--- src/rtl/decoder_scan_sequencer.sv ---
// decoder_scan_sequencer: drives the select and active-low enable of a 4-to-16 decoder.
// Walks the indices not masked off, holding each one for a programmable dwell time.
// Inserts BLANK_CYCLES of blanking before each step, and runs single-pass or continuous.
// Optional feature: define SCAN_FRAME_CNT_EN to add the 8-bit frame_cnt output.
module decoder_scan_sequencer #(
    parameter int DWELL_W      = 8,
    parameter int BLANK_CYCLES = 2
) (
    input  logic               clk,
    input  logic               rst_n,
    input  logic               start,
    input  logic               stop,
    input  logic               mode_cont,
    input  logic [DWELL_W-1:0] dwell,
    input  logic [15:0]        skip_mask,
    output logic [3:0]         dec_in,
    output logic               dec_enable,
    output logic               step_strobe,
    output logic               busy,
    output logic               done
`ifdef SCAN_FRAME_CNT_EN
    ,output logic [7:0]        frame_cnt
`endif
);

    localparam int BLANK_W = $clog2(BLANK_CYCLES + 1);
    localparam int CNT_W   = (DWELL_W > BLANK_W) ? DWELL_W : BLANK_W;

    typedef enum logic [1:0] {IDLE, BLANK, DRIVE} state_t;

    state_t             state, state_nxt;
    logic [CNT_W-1:0]   cnt, cnt_nxt;
    logic [3:0]         dec_in_nxt;
    logic               done_nxt;
    logic               latch;
    logic               cont_q;
    logic [DWELL_W-1:0] dwell_q;
    logic [15:0]        mask_q;

    logic               first_any;
    logic [3:0]         first_idx;
    logic [3:0]         lo_idx;
    logic               up_any;
    logic [3:0]         up_idx;

    // Index search: the lowest live-unmasked index (used at start), the lowest latched-unmasked
    // index (used for the wrap), and the next latched-unmasked index above the current select.
    always_comb begin
        first_any = 1'b0;
        first_idx = 4'd0;
        lo_idx    = 4'd0;
        up_any    = 1'b0;
        up_idx    = 4'd0;
        for (int i = 15; i >= 0; i--) begin
            if (!skip_mask[i]) begin
                first_any = 1'b1;
                first_idx = 4'(i);
            end
            if (!mask_q[i]) begin
                lo_idx = 4'(i);
                if (i > int'(dec_in)) begin
                    up_any = 1'b1;
                    up_idx = 4'(i);
                end
            end
        end
    end

    // Next-state logic; cnt counts up from 0 inside each BLANK or DRIVE phase.
    always_comb begin
        state_nxt  = state;
        cnt_nxt    = cnt;
        dec_in_nxt = dec_in;
        done_nxt   = 1'b0;
        latch      = 1'b0;
        case (state)
            IDLE: begin
                if (start && !stop) begin
                    latch   = 1'b1;
                    cnt_nxt = '0;
                    if (first_any) begin
                        state_nxt  = BLANK;
                        dec_in_nxt = first_idx;
                    end else begin
                        done_nxt = 1'b1;
                    end
                end
            end
            BLANK: begin
                if (stop) begin
                    state_nxt = IDLE;
                end else if (cnt == CNT_W'(BLANK_CYCLES - 1)) begin
                    state_nxt = DRIVE;
                    cnt_nxt   = '0;
                end else begin
                    cnt_nxt = cnt + CNT_W'(1);
                end
            end
            DRIVE: begin
                if (stop) begin
                    state_nxt = IDLE;
                end else if (cnt == CNT_W'(dwell_q)) begin
                    cnt_nxt = '0;
                    if (up_any) begin
                        state_nxt  = BLANK;
                        dec_in_nxt = up_idx;
                    end else if (cont_q) begin
                        state_nxt  = BLANK;
                        dec_in_nxt = lo_idx;
                    end else begin
                        state_nxt = IDLE;
                        done_nxt  = 1'b1;
                    end
                end else begin
                    cnt_nxt = cnt + CNT_W'(1);
                end
            end
            default: state_nxt = IDLE;
        endcase
    end

    // State register, plus the scan configuration captured when a start is accepted.
    always_ff @(posedge clk or negedge rst_n) begin
        if (!rst_n) begin
            state   <= IDLE;
            cnt     <= '0;
            dec_in  <= 4'd0;
            done    <= 1'b0;
            cont_q  <= 1'b0;
            dwell_q <= '0;
            mask_q  <= '1;
        end else begin
            state  <= state_nxt;
            cnt    <= cnt_nxt;
            dec_in <= dec_in_nxt;
            done   <= done_nxt;
            if (latch) begin
                cont_q  <= mode_cont;
                dwell_q <= dwell;
                mask_q  <= skip_mask;
            end
        end
    end

    // The outputs decode the registered state only, so an async reset clears them at once.
    assign dec_enable  = (state != DRIVE);
    assign busy        = (state != IDLE);
    assign step_strobe = (state == DRIVE) && (cnt == '0);

`ifdef SCAN_FRAME_CNT_EN
    logic pass_end;
    assign pass_end = (state == DRIVE) && !stop && (cnt == CNT_W'(dwell_q)) && !up_any;

    // Counts passes past the highest unmasked index; only reset clears it.
    always_ff @(posedge clk or negedge rst_n) begin
        if (!rst_n)        frame_cnt <= 8'd0;
        else if (pass_end) frame_cnt <= frame_cnt + 8'd1;
    end
`endif

endmodule

--- config.mk ---
export PLATFORM = sky130hd
export DESIGN_NAME = decoder_scan_sequencer
export DESIGN_NICKNAME = d
export VERILOG_FILES = /design/src/rtl/decoder_scan_sequencer.sv
export SDC_FILE = /design/constraint.sdc
export NUM_CORES = 1
export LEC_CHECK = 0
export CORE_MARGIN = 1
export CORE_UTILIZATION = 40
export CTS_BUF_LIST = sky130_fd_sc_hd__clkbuf_4 sky130_fd_sc_hd__clkbuf_8
export DETAILED_ROUTE_END_ITERATION = 16
export GPL_TIMING_DRIVEN = 0
export PLACE_DENSITY = 0.7
export SLEW_MARGIN = 25
export SYNTH_ARGS = -nofsm -noshare
export SYNTH_HDL_FRONTEND = slang
export SYNTH_SLANG_ARGS = --single-unit
--- constraint.sdc ---
create_clock -name clk -period 2.05 [get_ports clk]
set_input_delay 0.41 -clock clk [delete_from_list [all_inputs] [get_ports clk]]
set_output_delay 0.41 -clock clk [all_outputs]
set_load 0.005 [all_outputs]
# ---- After elaboration in Yosys (flattened, before gate mapping)
# Cells that the tools add are included.
dict set report op_classes {
  addsub 1
  n_lt_le_gt_ge 15
  eq_ne 13
  muxes 139
  reduce_logical 11
}
# operator n
set op_table {}
lappend op_table {{$mux W4} 68}
lappend op_table {{$mux W1} 56}
lappend op_table {{$mux W8} 5}
lappend op_table {{$gt A4 B4 Y1 const A} 8}
lappend op_table {{$pmux W8 S3} 1}
lappend op_table {{$gt A3 B4 Y1 const A} 4}
lappend op_table {{$mux W2} 6}
lappend op_table {{$ne A2 B2 Y1 const B} 6}
lappend op_table {{$ne A3 B3 Y1 const B} 3}
lappend op_table {{$add A8 B1 Y8 const B} 1}
lappend op_table {{$eq A8 B1 Y1 const B} 1}
lappend op_table {{$eq A8 B8 Y1} 1}
lappend op_table {{$gt A2 B4 Y1 const A} 2}
lappend op_table {{$logic_not A8 Y1} 1}
lappend op_table {{$pmux W4 S2} 1}
lappend op_table {{$reduce_and A4 Y1} 2}
lappend op_table {{$pmux W2 S3} 1}
lappend op_table {{$reduce_and A6 Y1} 1}
lappend op_table {{$gt A1 B4 Y1 const A} 1}
lappend op_table {{$reduce_bool A2 Y1} 2}
lappend op_table {{$reduce_bool A3 Y1} 1}
lappend op_table {{$eq A2 B1 Y1 const B} 1}
lappend op_table {{$eq A2 B2 Y1 const B} 1}
lappend op_table {{$logic_and A1 B1 Y1} 2}
lappend op_table {{3 further kinds} 3}
dict set report totals {
  regBits 40
  inputBits 29
  output_inout_bits 8
  word_cells 186
}

# ---- Depth between registers and ports, before layout
# Gate-level depths: netlist of run 1.
dict set report depth {
  word_depth 35
  mapped_depth 8
  depth_no_buf 8
}

# ---- Worst setup path after synthesis of run 1
# Ideal clock, no wire load.
dict set report synth_path {
  kind {register to register}
  start {register dec_in[0]}
  end {register dec_in[2]}
  setup_time_ps 125
  t_arrival_ps 1999
  required_time_ps 1925
  slack_ps -74
  path_stages_with_launch 8
  path_buffers 1
  synth_period_minus_slack_ps 2124
  cell_sequence {dfrtp_1 -> buf_4 -> o211ai_1 -> a21boi_1 -> or4_4 -> nor4_4 -> nor2_2 -> mux2_4}
}
dict set report synth_between {
  elab_chain_len 35
  elab_cells_between_ends 81
  cone_classes {order compare: 15; eq/ne: 1; mux: 64; reduce/logical: 1}
}
# element line
set synth_lines {}
lappend synth_lines {{from (decl)} 16} ;# output logic [3:0] dec_in,
lappend synth_lines {{from (signal assigned)} 135} ;# dec_in <= dec_in_nxt;
lappend synth_lines {{$gt A4 B4 Y1} 61} ;# if (i > int'(dec_in)) begin
lappend synth_lines {{$mux W4 or $mux W1 (tied branches)} 61}
lappend synth_lines {{$mux W4 or $mux W1 (tied branches)} 59} ;# if (!mask_q[i]) begin
lappend synth_lines {{$mux W4 or $mux W1 (tied branches)} 61}
lappend synth_lines {{$mux W4 or $mux W1 (tied branches)} 59}
lappend synth_lines {{$mux W4 or $mux W1 (tied branches)} 61}
lappend synth_lines {{$mux W4 or $mux W1 (tied branches)} 59}
lappend synth_lines {{$mux W4 or $mux W1 (tied branches)} 61}
lappend synth_lines {{(+19 left out)} -}
lappend synth_lines {{$mux W4 or $mux W1 (tied branches)} 61}
lappend synth_lines {{$mux W4 or $mux W1 (tied branches)} 59}
lappend synth_lines {{$mux W4 or $mux W1 (tied branches)} 61}
lappend synth_lines {{$mux W4 or $mux W1 (tied branches)} 59}
lappend synth_lines {{$mux W4} 104} ;# if (up_any) begin
lappend synth_lines {{$mux W4} 102} ;# end else if (cnt == CNT_W'(dwell_q)) begin
lappend synth_lines {{$mux W4} 100} ;# if (stop) begin
lappend synth_lines {{$pmux W4 S2} 76} ;# case (state)
# Several ways; a longest one is shown, not always the timed one. The select of a mux whose other input is x is not followed.
# A chain may end at the register's enable or synchronous reset.

# ---- Worst setup path after layout of run 1
dict set report layout_path {
  start {register dec_in[3]}
  end {register state[0]}
}
dict set report layout_between {
  elab_chain_len 35
  elab_cells_between_ends 49
  cone_classes {order compare: 15; mux: 34}
}
# element line
set layout_lines {}
lappend layout_lines {{$gt A4 B4 Y1} 61}
lappend layout_lines {{$mux W1} 61}
lappend layout_lines {{$mux W1} 59}
lappend layout_lines {{$mux W1} 61}
lappend layout_lines {{$mux W1} 59}
lappend layout_lines {{$mux W1} 61}
lappend layout_lines {{$mux W1} 59}
lappend layout_lines {{$mux W1} 61}
lappend layout_lines {{(+19 left out)} -}
lappend layout_lines {{$mux W1} 61}
lappend layout_lines {{$mux W1} 59}
lappend layout_lines {{$mux W1} 61}
lappend layout_lines {{$mux W1 (*)} 59}
lappend layout_lines {{$mux W1 (*)} 104}
lappend layout_lines {{$mux W2 (*)} 102}
lappend layout_lines {{$mux W2 (*)} 100}
lappend layout_lines {{$pmux W2 S3 (*)} 76}
lappend layout_lines {{to (signal assigned)} 133} ;# state <= state_nxt;
lappend layout_lines {{to (decl)} 31} ;# state_t state, state_nxt;
# Mark *: on every way between the ends. The rest lies on a longest branch, timed or not. The select of a mux whose other input is x is not followed.

==> results_dict.tcl, run 1 <==
set metrics [dict create \
    routed-wl-met3_um 308 \
    period_needed_ps 2120 \
    vias_in_the_first_global_route 2612 \
    die_width_um 84.4 \
    p_leak_nw 1.44 \
    inst_count_dp 410 \
    antenna_violating_nets_post_route 0 \
    worst_setup_margin_ps -70.3 \
    power.net_switching_w 0.00187 \
    min-delay-path-class "reg -> reg" \
    final-max-slew-violation-count 0 \
    tritoncts "yes" \
    vdd_drop_max_uv 499 \
    timing.reg2reg.setup_slack_ps -70 \
    syn_inst 296 \
    placement.io_buffers 36 \
    largest_net_degree_at_the_start_of_global_routing 30 \
    holdWs_ps 508 \
    synth_top_cells_by_count "sky130_fd_sc_hd__nand2_1 (26), sky130_fd_sc_hd__dfrtp_1 (24), sky130_fd_sc_hd__inv_1 (20), sky130_fd_sc_hd__a21oi_1 (16), sky130_fd_sc_hd__dfstp_2 (16)" \
    clock_tree.buffer_depth 2 \
    clock_sinks 40 \
    globalRouteOverflowTotal 0 \
    fin_worst_skew_ps 18.5 \
    setup_viol 3 \
    avgViaCountPerCell 5.73 \
    vertical_die_dimension_um 84.4 \
    wl_met2_mm 3.74 \
    drtIter0Drc 207 \
    synth_enable_flop_cells 0 \
    worst-path-max-fanout 6 \
    cp_startpoint_kind "flip-flop" \
    initial_core_util 0.420 \
    synth_flop_cell "sky130_fd_sc_hd__dfrtp_1" \
    synth_seq_cells 40 \
    power_frac_seq 0.354 \
    die_area_um2 7120 \
    failing_checks "design-rule violations, negative setup slack" \
    synth_seq_area_share 0.376 \
    route.detailed.drc 2 \
    synthDominantCellAreaShare 0.221 \
    drt-pass1-iter-count 10 \
    synth_area_leaders "sky130_fd_sc_hd__dfrtp_1 (22%), sky130_fd_sc_hd__dfstp_2 (15%), sky130_fd_sc_hd__mux2_2 (6.2%)" \
    power_density_nw_per_um2 1230 \
    first_pass_grt_wire_length_mm 12.2 \
    postSynthAreaPerCell_um2 9.17 \
    detailed_place_hpwl_mm 5.08 \
    power.internal_w 0.00271 \
    initial_antenna_violation_count 0 \
    synthesis.area_um2 2710 \
    timing_worst_slew_pin_value_ps 414 \
    required_ps 2230 \
    whs_path_depth 2 \
    num-nets-final 401 \
    comb_power_share 0.527 \
    max_freq_mhz 472 \
    timing.setup.critical_path_class "reg -> reg" \
    finalWeightedCongestion 0.874 \
    fin_crit_sh 1.03 \
    topRoutingLayerUsed "met4" \
    post-place-ws_ps -476 \
    tritoncts.num_buffers 5 \
    clk_pin_slew_worst_paths_ps 80 \
    timing.rr.start "dec_in[3]" \
    outcome "finished, violations left" \
    avgRoutedWirePerCell_um 16.9 \
    report.final.hold_viol_count 0 \
    worst_ep_arrival_time_ps 2300 \
    synth-async-reset-ratio 1.00 \
    crit_path_cell_trace "buf_6 > o31a_4 > nor2_2 > or4_4 > o311ai_4 > a21oi_1 > mux2_4" \
    grt_use_total 0.216 \
    cts_root_buffer "sky130_fd_sc_hd__clkbuf_8" \
    ioPinCount 37 \
    critical-path-slowest-cell "sky130_fd_sc_hd__or4_4" \
    cts_max_level 2 \
    row_count 29 \
    swShare 0.408 \
    areaGrowthSynthToFinish_pct 36.6 \
    critical_path.reg2reg.endpoint "state[0]" \
    yosys.cell_count.top_type "sky130_fd_sc_hd__nand2_1" \
    rsz_0062_raised_after_global_routing "true" \
    crit_path_max_incr_delay_ps 600 \
    clock_latency_ps 310 \
    yosysWarnings 0 \
    drt-met1-wl_mm 3.24 \
    timing.critical_path.max_delay_family "simple AND/OR/NAND/NOR gates" \
    drive_above_1_share 0.321 \
    synth_nets 333 \
    worstHoldEndpoint "mask_q[14]" \
    antenna-diode-count 0 \
    r2r_cells 7 \
    power.share.clock 0.120 \
    fp.coreArea_um2 6460 \
    final_cells 442 \
    synth_largest_area_cell "sky130_fd_sc_hd__dfrtp_1" \
    post_synth_num_cell_types 57 \
    relSlewSlack 0.724 \
    setup-tns-final_ps -186 \
    endpoint_kind "flip-flop" \
    drt_wl_total_mm 7.45 \
    crit_path_buffers_inverters 1 \
    timing.hold.worst.start "mask_q[14]" \
    max_cap_violations 0 \
    route.vias.total 2533 \
]
==> power groups by stage <==
stage	clock, W	combinational (W)	sequential, W
2_1_floorplan	0	0.00130	0.00151
3_3_place_gp	0	0.00170	0.00162
3_5_place_dp	0	0.00175	0.00164
4_1_cts	0.000557	0.00208	0.00160
5_1_grt	0.000588	0.00262	0.00167
6_report	0.000547	0.00241	0.00162
==> tightest hold or removal path, cell delays in order, from the launching register on <==
cell                      delay [ps]
sky130_fd_sc_hd__dfstp_2         400
sky130_fd_sc_hd__nand2_1          60
sky130_fd_sc_hd__o21ai_1          50
==> area by class of cell <==
class                      instances  area, µm²
fill                             580       2750
multi-input combinational        228       1770
sequential                        40       1030
timing repair buffer              61        572
tap                               77       96.3
inverter                          20       77.6
clock buffer                       6       76.3
buffer                             8       76.3
clock inverter                     2       12.5
==> worst max-delay path by stage <==
stage,from,endpoint,cells after the start
after floorplan,dec_in[0],dec_in[2],7
after global placement,stop,dwell_q[5],5
after detailed placement,stop,dwell_q[5],5
after CTS,state[0],step_strobe,5
after global routing,dec_in[1],state[0],6
final,dec_in[3],state[0],7
==> sequential cells by signal, indices dropped and copies added, names as in the netlist <==
| register | count |
|---|---|
| dwell_q | 8 |
| mask_q | 16 |
| cont_q | 1 |
| state | 2 |
| dec_in | 4 |
| cnt | 8 |
| done | 1 |
==> repair_timing <==
action,4_1_cts,5_1_grt
endpoints found under the setup margin,30,30
endpoints found under the hold margin,1,0
buffers inserted,15,8
gates cloned,0,0
pin swaps,4,10
hold buffers,1,0
gates resized for setup,27,33
==> metal layers <==
metal  vias to the layer above  GRT usage
li1                       1230          -
met1                      1221      0.267
met2                        64      0.374
met3                        18     0.0413
met4                         0     0.0801
met5                         -          0
==> kinds of logic (layout without fill, tap and decap cells) <==
| kind of cell | Yosys count | in the layout | synth area share |
|---|---|---|---|
| compound gates | 87 | 87 | 0.209 |
| buf+inv | 28 | 97 | 0.0438 |
| mux | 27 | 27 | 0.114 |
| fa+ha+maj | 9 | 9 | 0.0406 |
| simple gates | 97 | 97 | 0.190 |
| flops | 40 | 40 | 0.376 |
| xor+xnor | 8 | 8 | 0.0258 |
==> through the flow <==
| step | power (W) | instance area, µm² | util |
|---|---|---|---|
| 2_1_floorplan | 0.00282 | 2720 | - |
| 3_3_place_gp | 0.00332 | 3180 | 0.492 |
| 3_5_place_dp | 0.00339 | 3190 | 0.494 |
| 4_1_cts | 0.00424 | 3510 | 0.544 |
| 5_1_grt | 0.00488 | 3710 | 0.574 |
| 6_report | 0.00458 | 3710 | 0.574 |
==> layout by cell type (no fill, tap or decap), types with 3 or more instances in the layout <==
master / n
sky130_fd_sc_hd__nand2_1: 26
sky130_fd_sc_hd__xnor2_1: 8
sky130_fd_sc_hd__o21ai_0: 13
sky130_fd_sc_hd__a21o_1: 4
sky130_fd_sc_hd__mux2_2: 14
sky130_fd_sc_hd__or3_1: 3
sky130_fd_sc_hd__nor3_1: 7
sky130_fd_sc_hd__a31oi_1: 6
sky130_fd_sc_hd__nand2b_1: 5
sky130_fd_sc_hd__nor2_1: 10
sky130_fd_sc_hd__nor2b_1: 7
sky130_fd_sc_hd__ha_1: 6
sky130_fd_sc_hd__nor2_2: 5
sky130_fd_sc_hd__a21oi_1: 14
sky130_fd_sc_hd__buf_4: 22
sky130_fd_sc_hd__mux2_1: 9
sky130_fd_sc_hd__clkbuf_8: 6
sky130_fd_sc_hd__clkdlybuf4s50_1: 33
sky130_fd_sc_hd__nand4_1: 10
sky130_fd_sc_hd__dfrtp_1: 19
sky130_fd_sc_hd__o211ai_1: 3
sky130_fd_sc_hd__dfstp_2: 16
sky130_fd_sc_hd__o22ai_1: 6
sky130_fd_sc_hd__inv_1: 17
sky130_fd_sc_hd__buf_6: 3
sky130_fd_sc_hd__dfrtp_2: 5
sky130_fd_sc_hd__nand3_1: 10
sky130_fd_sc_hd__o21ai_1: 9
sky130_fd_sc_hd__mux2_4: 3
sky130_fd_sc_hd__o21ai_2: 3
Power figures use the tool's default switching activity.
==> inputs of run 2 (changes only) <==
==> constraint.sdc (replaced) <==
create_clock -name clk -period 2.05 [get_ports clk]
set_input_delay 0.41 -clock clk [delete_from_list [all_inputs] [get_ports clk]]
set_output_delay 0.41 -clock clk [all_outputs]
set_load 0.05 [all_outputs]
==> results_dict.tcl, run 2 (synthesized netlist as in run 1, its figures left out) <==
set metrics [dict create \
    critical_path.reg2reg.endpoint "dec_in[1]" \
    final_cell_mix "sky130_fd_sc_hd__clkdlybuf4s50_1 (32), sky130_fd_sc_hd__nand2_1 (26), sky130_fd_sc_hd__dfrtp_1 (20)" \
    tritoncts "yes" \
    cell_type_with_the_highest_occurrence_count_on_the_critical_path "sky130_fd_sc_hd__buf_4" \
    die_width_um 84.4 \
    fin_worst_skew_ps 9.03 \
    power.share.clock 0.131 \
    antenna_violating_nets_post_route 0 \
    period_needed_ps 2110 \
    power.net_switching_w 0.00191 \
    antenna-diode-count 0 \
    timing.rr.start "dec_in[0]" \
    relSlewSlack 0.672 \
    drive_above_1_share 0.259 \
    initial_antenna_violation_count 0 \
    r2r_cells 8 \
    row_count 29 \
    endpoint_kind "flip-flop" \
    max_cap_violations 0 \
    largest_net_degree_at_the_start_of_global_routing 29 \
    setup_viol 5 \
    avgViaCountPerCell 5.86 \
    drtIter0Drc 175 \
    critical-path-slowest-cell "sky130_fd_sc_hd__dfrtp_2" \
    power.internal_w 0.00255 \
    route.vias.total 2531 \
    timing.setup.critical_path_class "reg -> reg" \
    ioPinCount 37 \
    vias_in_the_first_global_route 2407 \
    required_ps 2260 \
    first_pass_grt_wire_length_mm 11.4 \
    globalRouteOverflowTotal 0 \
    timing.reg2reg.setup_slack_ps -60 \
    finalWeightedCongestion 0.923 \
    worst-path-max-fanout 6 \
    comb_power_share 0.506 \
    max_freq_mhz 475 \
    power_density_nw_per_um2 1270 \
    min-delay-path-class "in -> async" \
    fp.coreArea_um2 6460 \
    crit_path_cell_trace "buf_4 > o31a_4 > nor2_1 > or4_4 > nor4_4 > buf_4 > or2_1 > o31ai_1" \
    crit_path_max_incr_delay_ps 420 \
    detailed_place_hpwl_mm 4.94 \
    num-nets-final 391 \
    drt-pass1-iter-count 10 \
    p_leak_nw 1.36 \
    final-max-slew-violation-count 0 \
    swShare 0.428 \
    tritoncts.num_buffers 5 \
    rsz_0062_raised_after_global_routing "true" \
    holdWs_ps -9.73 \
    clock_latency_ps 310 \
    failing_checks "design-rule violations, negative hold slack, negative setup slack" \
    grt_use_total 0.203 \
    vertical_die_dimension_um 84.4 \
    largest-register "mask_q" \
    leading_cell_type_in_the_layout_fill_and_taps_excluded "sky130_fd_sc_hd__clkdlybuf4s50_1" \
    worst_ep_arrival_time_ps 2320 \
    largest_register_ffs 16 \
    drt_wl_total_mm 7.00 \
    outcome "finished, violations left" \
    power_frac_seq 0.362 \
    clock_tree.buffer_depth 2 \
    fin_crit_sh 1.03 \
    post-place-ws_ps -503 \
    cts_hold_buf 0 \
    areaGrowthSynthToFinish_pct 29.6 \
    cts_max_level 2 \
    top_registers "mask_q x16, cnt x8, dwell_q x8" \
    cts_root_buffer "sky130_fd_sc_hd__clkbuf_8" \
    placement.io_buffers 36 \
    clk_pin_slew_worst_paths_ps 90 \
    route.detailed.drc 5 \
    clock_sinks 40 \
    die_area_um2 7120 \
    avgRoutedWirePerCell_um 16.2 \
    timing_worst_slew_pin_value_ps 491 \
    report.final.hold_viol_count 7 \
    worst_setup_margin_ps -56.5 \
    cp_startpoint_kind "flip-flop" \
    finalCoreUtilization 0.544 \
    vdd_drop_max_uv 575 \
    initial_core_util 0.420 \
]
## run 2: cell types whose count changed in the layout (fill, tap and decap cells not counted), sizes merged
cell,before,now
buf,29,24
clkbuf,10,9
clkdlybuf4s50,33,32
clkinv,1,0
clkinvlp,1,3
dlygate4sd2,1,0
dlygate4sd3,1,0
dlymetal6s2s,1,0
inv,20,19
## run 2: how the worst max path moves through the flow
stage / cells past startpoint / to / slack (ps) / start
floorplan: 7 / state[0] / -150 / dec_in[0]
global placement: 1 / dec_in[1] / -570 / rst_n
detailed placement: 5 / dwell_q[4] / -500 / stop
CTS: 7 / dec_in[2] / -120 / dec_in[0]
global route: 7 / dec_in[2] / -150 / dec_in[1]
finish: 8 / dec_in[1] / -60 / dec_in[0]
## run 2: critical path, delay by kind of cell (launching register included)
family / cells / cell delay (ps)
AOI/OAI and AO/OA: 2 / 550
and+or+nand+nor: 4 / 740
buffers and inverters: 2 / 300
DFF: 1 / 420
## run 2: final cells by class
type | count | area, µm²
Clock buffer | 6 | 82.6
Clock inverter | 2 | 15.0
Fill cell | 568 | 2940
Timing Repair Buffer | 51 | 475
Buffer | 8 | 66.3
Inverter | 20 | 78.8
Multi-Input combinational cell | 228 | 1680
Tap cell | 77 | 96.3
Sequential cell | 40 | 1030
## run 2: metrics by stage
step | hold WS, ps | instances | total power, W | TNS [ps] | instance area, µm²
2_1_floorplan | 114 | 296 | 0.00298 | -475 | 2750
3_3_place_gp | 485 | 409 | 0.00349 | -19880 | 3200
3_5_place_dp | 334 | 410 | 0.00353 | -8730 | 3220
4_1_cts | 8.43 | 430 | 0.00428 | -421 | 3420
5_1_grt | 17.3 | 432 | 0.00475 | -706 | 3520
6_report | -9.73 | 432 | 0.00446 | -203 | 3520
## run 2: what timing repair did
action,CTS,global route
resized for setup,20,24
pin swaps,4,6
buffers inserted,12,2
endpoints found under the setup margin,26,18
## run 2: power groups by stage
stage          sequential (W)  clock (W)  combinational [W]
6_report              0.00162   0.000585            0.00226
5_1_grt               0.00167   0.000622            0.00246
4_1_cts               0.00159   0.000589            0.00210
3_5_place_dp          0.00165          0            0.00189
3_3_place_gp          0.00163          0            0.00186
2_1_floorplan         0.00159          0            0.00140
## run 2: layer usage
| metal | track usage | part of all wire |
|---|---|---|
| met1 | 0.248 | 0.44 |
| met2 | 0.347 | 0.48 |
| met3 | 0.0423 | 0.050 |
| met4 | 0.0909 | 0.032 |
| met5 | 0 | 0 |
==> inputs of run 3 (changes only) <==
--- a/config.mk
+++ b/config.mk
@@ -11,6 +11,7 @@
 export DETAILED_ROUTE_END_ITERATION = 16
 export GPL_TIMING_DRIVEN = 0
 export PLACE_DENSITY = 0.7
+export SKIP_CTS_REPAIR_TIMING = 1
 export SLEW_MARGIN = 25
 export SYNTH_ARGS = -nofsm -noshare
 export SYNTH_HDL_FRONTEND = slang
==> results_dict.tcl, run 3 (synthesized netlist as in run 1, its figures left out) <==
set metrics [dict create \
    outcome "finished, violations left" \
    failing_checks "design-rule violations, negative hold slack, negative setup slack" \
    rsz_0062_raised_after_global_routing "true" \
    tritoncts "yes" \
    power.share.clock 0.132 \
    globalRouteOverflowTotal 0 \
    required_ps 2240 \
    row_count 29 \
    p_leak_nw 1.38 \
    max_freq_mhz 441 \
    leading_cell_type_in_the_layout_fill_and_taps_excluded "sky130_fd_sc_hd__clkdlybuf4s50_1" \
    critical-path-slowest-cell "sky130_fd_sc_hd__dfstp_2" \
    num-nets-final 387 \
    areaGrowthSynthToFinish_pct 28.2 \
    cts_root_buffer "sky130_fd_sc_hd__clkbuf_8" \
    fin_worst_skew_ps 6.15 \
    worst_ep_arrival_time_ps 2460 \
    clock_sinks 40 \
    drt_wl_total_mm 6.89 \
    crit_path_buffers_inverters 0 \
    die_width_um 84.4 \
    antenna_violating_nets_post_route 0 \
    largest_net_degree_at_the_start_of_global_routing 29 \
    cp_startpoint_kind "flip-flop" \
    report.final.hold_viol_count 7 \
    fin_crit_sh 1.11 \
    route.detailed.drc 4 \
    initial_antenna_violation_count 0 \
    num-fill-cells 576 \
    route.vias.total 2484 \
    largest-register "mask_q" \
    clock_latency_ps 300 \
    timing.setup.critical_path_class "reg -> reg" \
    first_pass_grt_wire_length_mm 11.0 \
    drive_above_1_share 0.254 \
    worstSetupStartpoint "mask_q[14]" \
    top_registers "mask_q x16, cnt x8, dwell_q x8" \
    die_area_um2 7120 \
    crit_path_max_incr_delay_ps 610 \
    finalCoreUtilization 0.539 \
    drtIter0Drc 200 \
    final_cell_mix "sky130_fd_sc_hd__clkdlybuf4s50_1 (28), sky130_fd_sc_hd__nand2_1 (26), sky130_fd_sc_hd__dfrtp_1 (20)" \
    worst_setup_margin_ps -218 \
    ioPinCount 37 \
    drt-pass1-iter-count 10 \
    antenna-diode-count 0 \
    post-place-ws_ps -503 \
    power_density_nw_per_um2 1260 \
    relSlewSlack 0.664 \
    initial_core_util 0.420 \
    power_frac_seq 0.377 \
    finalWeightedCongestion 0.923 \
    tritoncts.num_buffers 5 \
    grt_use_total 0.195 \
    vdd_drop_max_uv 574 \
    timing.rr.start "mask_q[14]" \
    final-max-slew-violation-count 0 \
    comb_power_share 0.491 \
    endpoint_kind "flip-flop" \
    power.internal_w 0.00250 \
    cts_max_level 2 \
    period_needed_ps 2270 \
    largest_register_ffs 16 \
    timing.critical_path.max_delay_family "simple AND/OR/NAND/NOR gates" \
    clock_tree.buffer_depth 2 \
    timing_worst_slew_pin_value_ps 503 \
    holdWs_ps -2.92 \
    detailed_place_hpwl_mm 4.94 \
    crit_path_cell_trace "a31oi_4 > o21bai_4 > or4_4 > nor4_4 > nor2_2 > mux2_4" \
    setup_viol 5 \
    max_cap_violations 0 \
    placement.io_buffers 36 \
    swShare 0.427 \
    fp.coreArea_um2 6460 \
    vias_in_the_first_global_route 2324 \
    min-delay-path-class "in -> async" \
    vertical_die_dimension_um 84.4 \
    clk_pin_slew_worst_paths_ps 90 \
    avgViaCountPerCell 5.80 \
    avgRoutedWirePerCell_um 16.1 \
    timing.reg2reg.setup_slack_ps -220 \
    power.net_switching_w 0.00187 \
    worst-path-max-fanout 6 \
]
run 3: cell count changes in the layout (fill, tap and decap cells not counted), sizes merged:
| cell | before | now |
|---|---|---|
| buf | 24 | 18 |
| clkdlybuf4s50 | 32 | 28 |
| dlymetal6s2s | 0 | 3 |
| clkbuf | 9 | 12 |
run 3: metrics by stage:
stage / cell area, µm² / total power (W) / std cells / TNS [ps]
floorplan: 2750 / 0.00298 / 296 / -475
global placement: 3200 / 0.00349 / 409 / -19880
detailed placement: 3220 / 0.00353 / 410 / -8730
CTS: 3310 / 0.00412 / 418 / -3390
global route: 3480 / 0.00467 / 428 / -1100
finish: 3480 / 0.00437 / 428 / -774
run 3: routing by layer:
layer	wire length (µm)	track usage	vias up
met4	238	0.0940	0
met1	3020	0.243	1173
met5	0	0	-
met3	332	0.0393	23
li1	-	-	1208
met2	3300	0.325	80
run 3: area by class of cell:
cell class | count | area (µm²) | share of cell area
clock inverters | 2 | 15.0 | 0.00432
plain buffers | 8 | 66.3 | 0.0191
clock buffers | 6 | 82.6 | 0.0237
multi-input cells | 228 | 1670 | 0.479
inverters | 20 | 78.8 | 0.0227
well taps | 77 | 96.3 | 0.0277
flip-flops and latches | 40 | 1030 | 0.295
repair buffers | 47 | 447 | 0.128
run 3: power groups by stage:
stage | Combinational (W) | Clock [W] | Sequential, W
2_1_floorplan | 0.00140 | 0 | 0.00159
3_3_place_gp | 0.00186 | 0 | 0.00163
3_5_place_dp | 0.00189 | 0 | 0.00165
4_1_cts | 0.00190 | 0.000589 | 0.00163
5_1_grt | 0.00234 | 0.000622 | 0.00171
6_report | 0.00214 | 0.000575 | 0.00165
run 3: path summary, 6_finish.rpt:
| path | endpoint | depth (start not counted) |
|---|---|---|
| worst max-delay path | dec_in[2] | 6 |
| worst min-delay path | cont_q | 1 |
| worst max register to register | dec_in[2] | 6 |
| worst min register to register | dwell_q[6] | 1 |
| max in group asynchronous | mask_q[0] | 2 |
| min in group clk | dwell_q[6] | 1 |
